$ cat src/rtl/csr_trap_sequencer.sv
// Sequences machine-mode CSR updates on trap entry and MRET, and forwards the
// pipeline CSR port to the CSR file while idle.
module csr_trap_sequencer #(
  parameter logic [11:0] ADDR_MSTATUS = 12'h300,
  parameter logic [11:0] ADDR_MTVEC   = 12'h305,
  parameter logic [11:0] ADDR_MEPC    = 12'h341,
  parameter logic [11:0] ADDR_MCAUSE  = 12'h342,
  parameter logic [11:0] ADDR_MTVAL   = 12'h343
) (
  input  logic        clk,
  input  logic        rst_n,
  input  logic        trap_req,
  input  logic [31:0] trap_cause,
  input  logic [31:0] trap_pc,
  input  logic [31:0] trap_val,
  input  logic        mret_req,
  output logic        req_ack,
  output logic        busy,
  output logic        redirect_valid,
  output logic [31:0] redirect_pc,
  input  logic        pipe_wb_csr,
  input  logic [11:0] pipe_write_addr,
  input  logic [31:0] pipe_in_data,
  input  logic [11:0] pipe_addr,
  output logic        csr_wb,
  output logic [11:0] csr_write_addr,
  output logic [31:0] csr_in_data,
  output logic [11:0] csr_addr,
  input  logic [31:0] csr_out_data
);

  localparam int unsigned XLEN = 32;
  localparam logic [XLEN-1:0] ALIGN_MASK = 32'hFFFF_FFFC;

  typedef enum logic [3:0] {
    IDLE, T_EPC, T_CAUSE, T_TVAL, T_STATUS, T_VEC, M_RD, M_WR, M_EPC
  } state_t;

  state_t            state, state_n;
  logic              req_ack_n, busy_n, redirect_valid_n;
  logic [XLEN-1:0]   redirect_pc_n;
  logic              is_trap, is_trap_n;
  logic [XLEN-1:0]   cause_q, cause_n, pc_q, pc_n, val_q, val_n;
  logic [XLEN-1:0]   mstatus_q, mstatus_n;
  logic [XLEN-1:0]   trap_status, mret_status, vec_base, vec_pc;

  // MPIE<=MIE, MIE<=0, MPP<=M on entry; MIE<=MPIE, MPIE<=1, MPP<=U on return
  assign trap_status = {mstatus_q[31:13], 2'b11, mstatus_q[10:8], mstatus_q[3],
                        mstatus_q[6:4], 1'b0, mstatus_q[2:0]};
  assign mret_status = {mstatus_q[31:13], 2'b00, mstatus_q[10:8], 1'b1,
                        mstatus_q[6:4], mstatus_q[7], mstatus_q[2:0]};

  // Vectored mode offsets only interrupts, by 4*cause
  assign vec_base = csr_out_data & ALIGN_MASK;
  assign vec_pc   = (csr_out_data[1:0] == 2'b01 && cause_q[31])
                  ? XLEN'(vec_base + XLEN'({cause_q[30:0], 2'b00}))
                  : vec_base;

  always_ff @(posedge clk or negedge rst_n) begin
    if (!rst_n) begin
      state          <= IDLE;
      req_ack        <= 1'b0;
      busy           <= 1'b0;
      redirect_valid <= 1'b0;
      redirect_pc    <= '0;
      is_trap        <= 1'b0;
      cause_q        <= '0;
      pc_q           <= '0;
      val_q          <= '0;
      mstatus_q      <= '0;
    end else begin
      state          <= state_n;
      req_ack        <= req_ack_n;
      busy           <= busy_n;
      redirect_valid <= redirect_valid_n;
      redirect_pc    <= redirect_pc_n;
      is_trap        <= is_trap_n;
      cause_q        <= cause_n;
      pc_q           <= pc_n;
      val_q          <= val_n;
      mstatus_q      <= mstatus_n;
    end
  end

  // Next state; req_ack doubles as the "accepted, start next cycle" marker
  always_comb begin
    state_n          = state;
    req_ack_n        = 1'b0;
    redirect_valid_n = 1'b0;
    redirect_pc_n    = redirect_pc;
    is_trap_n        = is_trap;
    cause_n          = cause_q;
    pc_n             = pc_q;
    val_n            = val_q;
    mstatus_n        = mstatus_q;
    case (state)
      IDLE: begin
        if (req_ack) begin
          state_n = is_trap ? T_EPC : M_RD;
        end else if (trap_req || mret_req) begin
          req_ack_n = 1'b1;
          is_trap_n = trap_req;
          cause_n   = trap_cause;
          pc_n      = trap_pc;
          val_n     = trap_val;
        end
      end
      T_EPC: begin
        mstatus_n = csr_out_data;
        state_n   = T_CAUSE;
      end
      T_CAUSE:  state_n = T_TVAL;
      T_TVAL:   state_n = T_STATUS;
      T_STATUS: state_n = T_VEC;
      T_VEC: begin
        state_n          = IDLE;
        redirect_valid_n = 1'b1;
        redirect_pc_n    = vec_pc;
      end
      M_RD: begin
        mstatus_n = csr_out_data;
        state_n   = M_WR;
      end
      M_WR: state_n = M_EPC;
      M_EPC: begin
        state_n          = IDLE;
        redirect_valid_n = 1'b1;
        redirect_pc_n    = csr_out_data & ALIGN_MASK;
      end
      default: state_n = IDLE;
    endcase
    busy_n = (state_n != IDLE);
  end

  // CSR file port: pass-through when idle, sequencer-owned otherwise
  always_comb begin
    csr_wb         = 1'b0;
    csr_write_addr = ADDR_MTVAL;
    csr_in_data    = '0;
    csr_addr       = ADDR_MTVEC;
    case (state)
      IDLE: begin
        csr_wb         = pipe_wb_csr & ~trap_req;
        csr_write_addr = pipe_write_addr;
        csr_in_data    = pipe_in_data;
        csr_addr       = pipe_addr;
      end
      T_EPC: begin
        csr_wb         = 1'b1;
        csr_write_addr = ADDR_MEPC;
        csr_in_data    = pc_q & ALIGN_MASK;
        csr_addr       = ADDR_MSTATUS;
      end
      T_CAUSE: begin
        csr_wb         = 1'b1;
        csr_write_addr = ADDR_MCAUSE;
        csr_in_data    = cause_q;
      end
      T_TVAL: begin
        csr_wb         = 1'b1;
        csr_write_addr = ADDR_MTVAL;
        csr_in_data    = val_q;
      end
      T_STATUS: begin
        csr_wb         = 1'b1;
        csr_write_addr = ADDR_MSTATUS;
        csr_in_data    = trap_status;
      end
      T_VEC: csr_addr = ADDR_MTVEC;
      M_RD:  csr_addr = ADDR_MSTATUS;
      M_WR: begin
        csr_wb         = 1'b1;
        csr_write_addr = ADDR_MSTATUS;
        csr_in_data    = mret_status;
      end
      M_EPC: csr_addr = ADDR_MEPC;
      default: csr_wb = 1'b0;
    endcase
    if (!rst_n) csr_wb = 1'b0;
  end

endmodule

$ cat config.mk
export PLATFORM = sky130hd
export DESIGN_NAME = csr_trap_sequencer
export DESIGN_NICKNAME = d
export VERILOG_FILES = /design/src/rtl/csr_trap_sequencer.sv
export SDC_FILE = /design/constraint.sdc
export NUM_CORES = 1
export LEC_CHECK = 0
export CORE_UTILIZATION = 43
export CTS_CLUSTER_DIAMETER = 120
export DETAILED_ROUTE_END_ITERATION = 10
export GPL_TIMING_DRIVEN = 0
export PLACE_DENSITY_LB_ADDON = 0.3
export RECOVER_POWER = 50
export SYNTH_ARGS = -nofsm -noshare
export SYNTH_HDL_FRONTEND = slang
export SYNTH_SLANG_ARGS = --single-unit
$ cat constraint.sdc
create_clock -name clk -period 2.6 [get_ports clk]
set_input_delay 0.39 -clock clk [delete_from_list [all_inputs] [get_ports clk]]
set_output_delay 0.39 -clock clk [all_outputs]
set_load 0.05 [all_outputs]
==> results of run 1 <==
power breakdown:
group / switching (W) / internal (W) / total, W / leakage, nW
logic: 0.00847 / 0.00566 / 0.0141 / 3.57
registers: 0.000911 / 0.00383 / 0.00474 / 1.91
clock network: 0.00122 / 0.00141 / 0.00262 / 0.300
total: 0.0106 / 0.0109 / 0.0215 / 5.78
worst max path at each step:
stage / start / end / slack (ps) / cells past startpoint
finish: state[1]$_DFF_PN0_ / csr_in_data[15] / -70 / 11
global route: state[1]$_DFF_PN0_ / csr_in_data[17] / -120 / 11
CTS: state[1]$_DFF_PN0_ / csr_in_data[22] / -100 / 13
detailed placement: state[1]$_DFF_PN0_ / csr_in_data[17] / -1040 / 10
global placement: rst_n / csr_wb / -5520 / 4
floorplan: state[1]$_DFF_PN0_ / csr_in_data[10] / 10 / 9
final cells by class:
cell class	count	area (um2)
Buffer	50	361.6
Sequential cell	162	4056
Fill cell	1741	7453
Clock inverter	14	162.7
Tap cell	275	344.1
Clock buffer	18	439.2
Antenna cell	1	2.502
Inverter	14	65.06
Timing Repair Buffer	312	3023
Multi-Input combinational cell	674	5246
critical path: cells and delay by family, from the launching register on:
kind	cells	cell delay [ps]
buffers and inverters	6	780
flip-flops	1	440
AND/OR/NAND/NOR	3	450
AO/OA/AOI/OAI	2	180
layer usage:
layer	part of all wire, %	vias to the layer above	global-route usage (%)
met5	0	-	0
met1	44	4249	39.94
li1	-	3974	-
met4	1.9	0	9.031
met3	5.4	33	4.832
met2	48	298	48.12
flip-flops by register name, summed over array words and instances (netlist names):
register        flops
cause_q            32
val_q              32
mstatus_q          30
pc_q               30
redirect_pc        30
state               4
busy                1
is_trap             1
redirect_valid      1
req_ack             1
cells in the final DEF (no fill, tap or decap), types with 21 or more instances in the layout:
cell | synthesis | routed
mux2_2 | 105 | 105
buf_6 | 5 | 34
mux2i_1 | 36 | 35
a21oi_1 | 91 | 86
o21ai_0 | 58 | 28
buf_4 | 5 | 39
ha_1 | 29 | 27
mux2_1 | 21 | 21
a22oi_2 | 0 | 23
dfrtp_1 | 162 | 160
buf_2 | 19 | 24
nor2_1 | 76 | 68
clkdlybuf4s50_1 | 0 | 216
nand2_1 | 53 | 53
synthesized netlist by cell type, types with 3 or more instances:
library cell / n / area, um2
clkbuf_1: 29 / 108.9
nand4_1: 7 / 43.79
a22oi_1: 38 / 285.3
ha_1: 29 / 362.9
xor2_1: 12 / 105.1
or3_1: 3 / 18.77
mux2i_1: 36 / 360.4
o211ai_1: 5 / 37.54
nand3_1: 9 / 45.04
o22ai_1: 4 / 25.02
a221o_1: 3 / 30.03
nand2b_1: 7 / 43.79
nand2_1: 53 / 198.9
o21ai_0: 58 / 290.3
and2_1: 16 / 100.1
or2_2: 6 / 37.54
buf_4: 5 / 37.54
a31oi_1: 10 / 62.56
dfrtp_1: 162 / 4054
mux2_1: 21 / 236.5
o21a_1: 3 / 22.52
a21o_1: 9 / 67.56
nor2_1: 76 / 285.3
xnor2_1: 10 / 87.58
a221oi_1: 4 / 35.03
nor3_1: 7 / 35.03
buf_6: 5 / 56.30
inv_1: 13 / 48.80
o21bai_1: 7 / 52.55
a21oi_1: 91 / 455.4
mux2_2: 105 / 1182
and3_1: 7 / 43.79
buf_2: 19 / 95.09
cell families (layout without fill, tap and decap cells):
group | Yosys count | in the layout | share of synthesized area (%)
DFF | 162 | 162 | 43.51
other | 1 | 3 | 0.04025
muxes | 162 | 162 | 19.10
xor gates and xnor gates | 22 | 22 | 2.068
AOI/OAI and AO/OA | 253 | 253 | 16.85
adders and majority gates | 30 | 30 | 4.110
and+or+nand+nor | 205 | 205 | 10.50
buffers and inverters | 73 | 408 | 3.814
through the flow:
stage | setup WS [ps] | setup TNS [ps] | cell area, um2 | power, W
2_1_floorplan | 11.31 | 0 | 9320 | 0.01341
3_3_place_gp | -5519 | -929730 | 12430 | 0.01732
3_5_place_dp | -1045 | -39620 | 12460 | 0.01750
4_1_cts | -97.34 | -1262 | 13560 | 0.02092
5_1_grt | -120.4 | -1798 | 13700 | 0.02261
6_report | -66.35 | -389.4 | 13700 | 0.02149
what timing repair did:
item,in CTS,in global routing
buffers inserted,20,13
pin swaps,8,15
endpoints found under the hold margin,68,0
hold buffers,2,0
endpoints found under the setup margin,100,64
gates resized for setup,364,104
gates cloned,2,1
==> impl_results.md, run 1 <==
- Status: complete, but fails checks
- Failing checks: max-capacitance violations, max-slew violations, negative setup slack
- Reg-to-reg critical path startpoint: cause_q[0]$_DFFE_PN0P_
- Largest stage delay on the critical path: 440 ps
- Worst Tran Pin Value: 1704 ps
- Wirelength per Cell: 21.51 um
- Final Worst Setup Slack: -66.35 ps
- Final WL: 32,700 um
- Worst R2R End: redirect_pc[24]$_DFFE_PN0P_
- Fraction of layout cells with a size suffix above 1: 28.62%
- Post-synthesis sequential area ratio: 43.51%
- P_leak: 5.779 nW
- Sink Count: 162
- Clock-pin slew on the worst setup and hold paths: 80 ps
- Rows: 53
- Die Y-Extent: 149.2 um
- CP Capture Type: output port
- Root Driver: clkbuf_16
- # DRC: 0
- IO buf count: 276
- Antenna viol nets, final: 0
- Antenna violations before repair: 1
- Final Hold Fails: 0
- Worst hold path startpoint: csr_out_data[2]
- Clk_lat worst skew: 430 ps
- Overall routing resource usage: 29.46%
- Crit path required time: 2210 ps
- F_max: 0.3750 GHz
- Yosys reg bits: 162
- Initial drt markers: 522
- Worst reg2reg setup slack: 40 ps
- Nets@finish: 1,450
- Top FF cell, synth: dfrtp_1
- Die width: 149.2 um
- Final worst clock skew: 9.694 ps
- H-tree depth: 4
- Critical Path Fanout Max: 5
- Syn avg cell area: 10.26 um2
- Critical path launch point type: flip-flop
- Worst path cell trace: buf_12 > clkinv_8 > nor2_4 > buf_6 > or2_4 > nor2_4 > buf_8 > buf_8 > a22oi_2 > o21ai_2 > buf_6
- Fin crit period: 2666 ps
- Post-synth EDFFs: 0
- Drt via density: 5.628
- Non-Filler Instances: 1,520
- Final setup viols: 15
- Mapped Cells: 908
- Hold slack: 339.1 ps
- Largest net degree at the start of global routing: 96
- Max-slew violations: 69
- Worst hold-check path type: input pin to flip-flop
- Core area: 21,150 um2
- VDD IR-drop max: 933.4 uV
- Vias: 8,554
- GP Congestion: 0.9094
- Final Util: 64.77%
- WS Path Type: flip-flop to output port
- Synth warn: 0
- HPWL Detailed: 25,070 um
- Hold-critical path depth: 3
- Ports: 281
- CTS tree: yes
- First-pass DRT Iterations: 5
- Die ar.: 22,260 um2
- WP data arrival: 2280 ps
- Synth unique cells: 64
- Max cap viols: 1
- Placed cell count: 1,461
- Total CTS buffers: 17
- RSZ-0062 raised after global routing: yes
- Hold Path Sink: redirect_pc[2]$_DFFE_PN0P_
- First-pass GRT wire length: 48,830 um
- Power density cells: 1569 nW/um2
- Initial Util: 44.04%
- CTS max path bufs: 2
- Post-synth ARST share: 100.0%
- Number of global-route vias before repair: 8,445
- Cell Area, Synth: 9316 um2
- R2R cell count: 10
- Synthesis-to-layout area growth: 47.06%
- Final period util: 102.6%
- Slowest library cell on the worst path: dfrtp_2
- Max-slew headroom: -13.63%
- GRT Residual Overflow: 0
(Power assumes the default switching activity.)
==> run 2, diff against run 1 <==
- CORE_UTILIZATION: 43 -> 48
- clock period: 2.6 -> 2.5 ns (I/O delays scaled with it)
==> impl_results.md, run 2 (synthesis gave the netlist of run 1 again) <==
- CTS tree: yes
- Reg-to-reg critical path startpoint: cause_q[0]$_DFFE_PN0P_
- IO buf count: 276 (unchanged)
- HPWL Detailed: 24,550 um (-2.0%)
- Sink Count: 162 (unchanged)
- Top Family by Delay on Critical Path: buffers and inverters
- First-pass GRT wire length: 48,980 um (+0.31%)
- Critical path startpoint: state[0]$_DFF_PN0_
- GR peak layer: met2
- Power density cells: 1641 nW/um2 (+4.6%)
- Final setup viols: 14 (-1)
- Final Worst Setup Slack: -93.88 ps (-27.53 ps)
- First-pass DRT Iterations: 5 (unchanged)
- Ports: 281 (unchanged)
- RSZ-0062 raised after global routing: yes
- Critical path launch point type: flip-flop
- Drt via density: 5.801 (+3.1%)
- Most common cell after layout, fill and taps aside: clkdlybuf4s50_1
- Final Hold Fails: 75 (+75)
- Die Y-Extent: 141.3 um (-5.3%)
- Worst path cell trace: buf_6 > inv_4 > nor2_2 > or2_4 > nor2_4 > buf_6 > buf_6 > a22oi_2 > o21ai_1 > buf_6
- Vias: 8,724 (+2.0%)
- Max-slew violations: 0 (-100%)
- GRT met3 Usage: 5.839% (+1.0 points)
- Fillers: 1,405 (-19%)
- CP bufs+invs: 5 (-1)
- CP Capture Type: output port
- Biggest regs: cause_q: 32 flops, val_q: 32 flops
- Final worst clock skew: 12.81 ps (+3.117 ps)
- P_leak: 5.785 nW (about the same)
- Ant diodes: 0 (-1)
- Largest net degree at the start of global routing: 89 (-7.3%)
- Worst hold-check path type: input pin to async pin
- Initial drt markers: 579 (+11%)
- CP Depth: 10 (-1)
- Final period util: 103.8%
- GRT Residual Overflow: 0 (unchanged)
- GP Congestion: 0.8996 (-1.1%)
- # DRC: 0 (unchanged)
- Routing usage on met1: 43.64% (+3.7 points)
- Worst R2R End: redirect_pc[24]$_DFFE_PN0P_
- Synthesis-to-layout area growth: 48.17%
- Max cap viols: 0 (-1)
- R2R cell count: 9 (-1)
- Nets@finish: 1,450 (unchanged)
- Wirelength per Cell: 21.68 um (+0.79%)
- Number of global-route vias before repair: 8,537 (+1.1%)
- Largest stage delay on the critical path: 400 ps (-40 ps)
- Die ar.: 19,970 um2 (-10%)
- Status: complete, but fails checks
- Final WL: 32,610 um (-0.27%)
- Worst Tran Pin Value: 641.9 ps (-1063 ps)
- Cell mode on critical path: buf_6
- Total CTS buffers: 17 (unchanged)
- Most frequent cells in the layout: clkdlybuf4s50_1, dfrtp_1, mux2_2
- Max-slew headroom: 57.05% (+71 points)
- Fraction of layout cells with a size suffix above 1: 30.14% (+1.5 points)
- Initial Util: 49.31% (+5.3 points)
- Critical Path Fanout Max: 7 (+2)
- Worst setup path endpoint: csr_in_data[23]
- Fin crit period: 2594 ps
- CTS max path bufs: 2 (unchanged)
- Worst reg2reg setup slack: 10 ps (-30 ps)
- Failing checks: negative hold slack, negative setup slack
- Rows: 50 (-5.7%)
- Antenna violations before repair: 0 (-1)
- Total power: 0.02266 W (+5.4%)
- Overall routing resource usage: 32.91% (+3.4 points)
- WS Path Type: flip-flop to output port
- Crit path required time: 2120 ps (-90 ps)
- Clock-pin slew on the worst setup and hold paths: 70 ps (about the same)
- Slowest library cell on the worst path: dfrtp_1
- Core area: 18,890 um2 (-11%)
- Hold slack: -173.5 ps (-512.6 ps)
- Antenna viol nets, final: 0 (unchanged)
- Root Driver: clkbuf_16
- Clk_lat worst skew: 430 ps (about the same)
- F_max: 0.3855 GHz
- H-tree depth: 4 (unchanged)
- Met2 usage: 51.98% (+3.9 points)
- VDD IR-drop max: 1038 uV (+11%)
- Die width: 141.3 um (-5.3%)
- WP data arrival: 2220 ps (-60 ps)
[run 2: per-stage QoR]
stage / std cells / instance area, um2 / setup slack, ps / setup TNS (ps) / util (%)
after global placement: 1445 / 12430 / -5566 / -949480 / 65.81
after floorplan: 909 / 9346 / -245.8 / -1886 / -
after detailed placement: 1446 / 12470 / -1060 / -47000 / 65.99
final: 1504 / 13800 / -93.88 / -451.8 / 73.07
after global routing: 1504 / 13800 / -135.6 / -1789 / 73.07
after CTS: 1494 / 13580 / -123.6 / -1294 / 71.85
[run 2: worst min path at each step]
stage	start	to	slack (ps)	cells after the start
final	rst_n	val_q[5]$_DFFE_PN0P_	-170	1
after global routing	rst_n	val_q[5]$_DFFE_PN0P_	-140	1
after CTS	rst_n	val_q[5]$_DFFE_PN0P_	-70	1
after floorplan	rst_n	busy$_DFF_PN0_	80	0
after detailed placement	rst_n	val_q[6]$_DFFE_PN0P_	380	1
after global placement	pc_q[7]$_DFFE_PN0P_	pc_q[7]$_DFFE_PN0P_	460	1
[run 2: layout make-up]
type | count | area [um2] | share of cell area (%)
multi-input combinational | 674 | 5330 | 38.61
sequential | 162 | 4054 | 29.37
timing repair buffer | 311 | 3019 | 21.87
clock buffer | 19 | 442.9 | 3.209
buffer | 51 | 421.7 | 3.054
tap | 260 | 325.3 | 2.357
clock inverter | 13 | 150.1 | 1.088
inverter | 14 | 61.31 | 0.4441
[run 2: repair_timing]
| action | CTS | global route |
|---|---|---|
| gates resized for setup | 428 | 111 |
| gates cloned | 2 | 2 |
| setup buffers | 16 | 19 |
| pin swaps | 14 | 21 |
| endpoints found under the setup margin | 115 | 108 |
| hold endpoints to repair | 75 | 75 |
[run 2: report_power, final]
part / switching, W / internal (W) / total [W]
Combinational: 0.00897 / 0.00607 / 0.0150
Clock: 0.00115 / 0.00152 / 0.00267
Sequential: 0.000959 / 0.00398 / 0.00494
[run 2: per-layer routing]
metal / vias to the layer above / wire (um)
li1: 3968 / -
met2: 395 / 15470
met1: 4281 / 13710
met5: - / 0
met3: 80 / 2023
met4: 0 / 1405
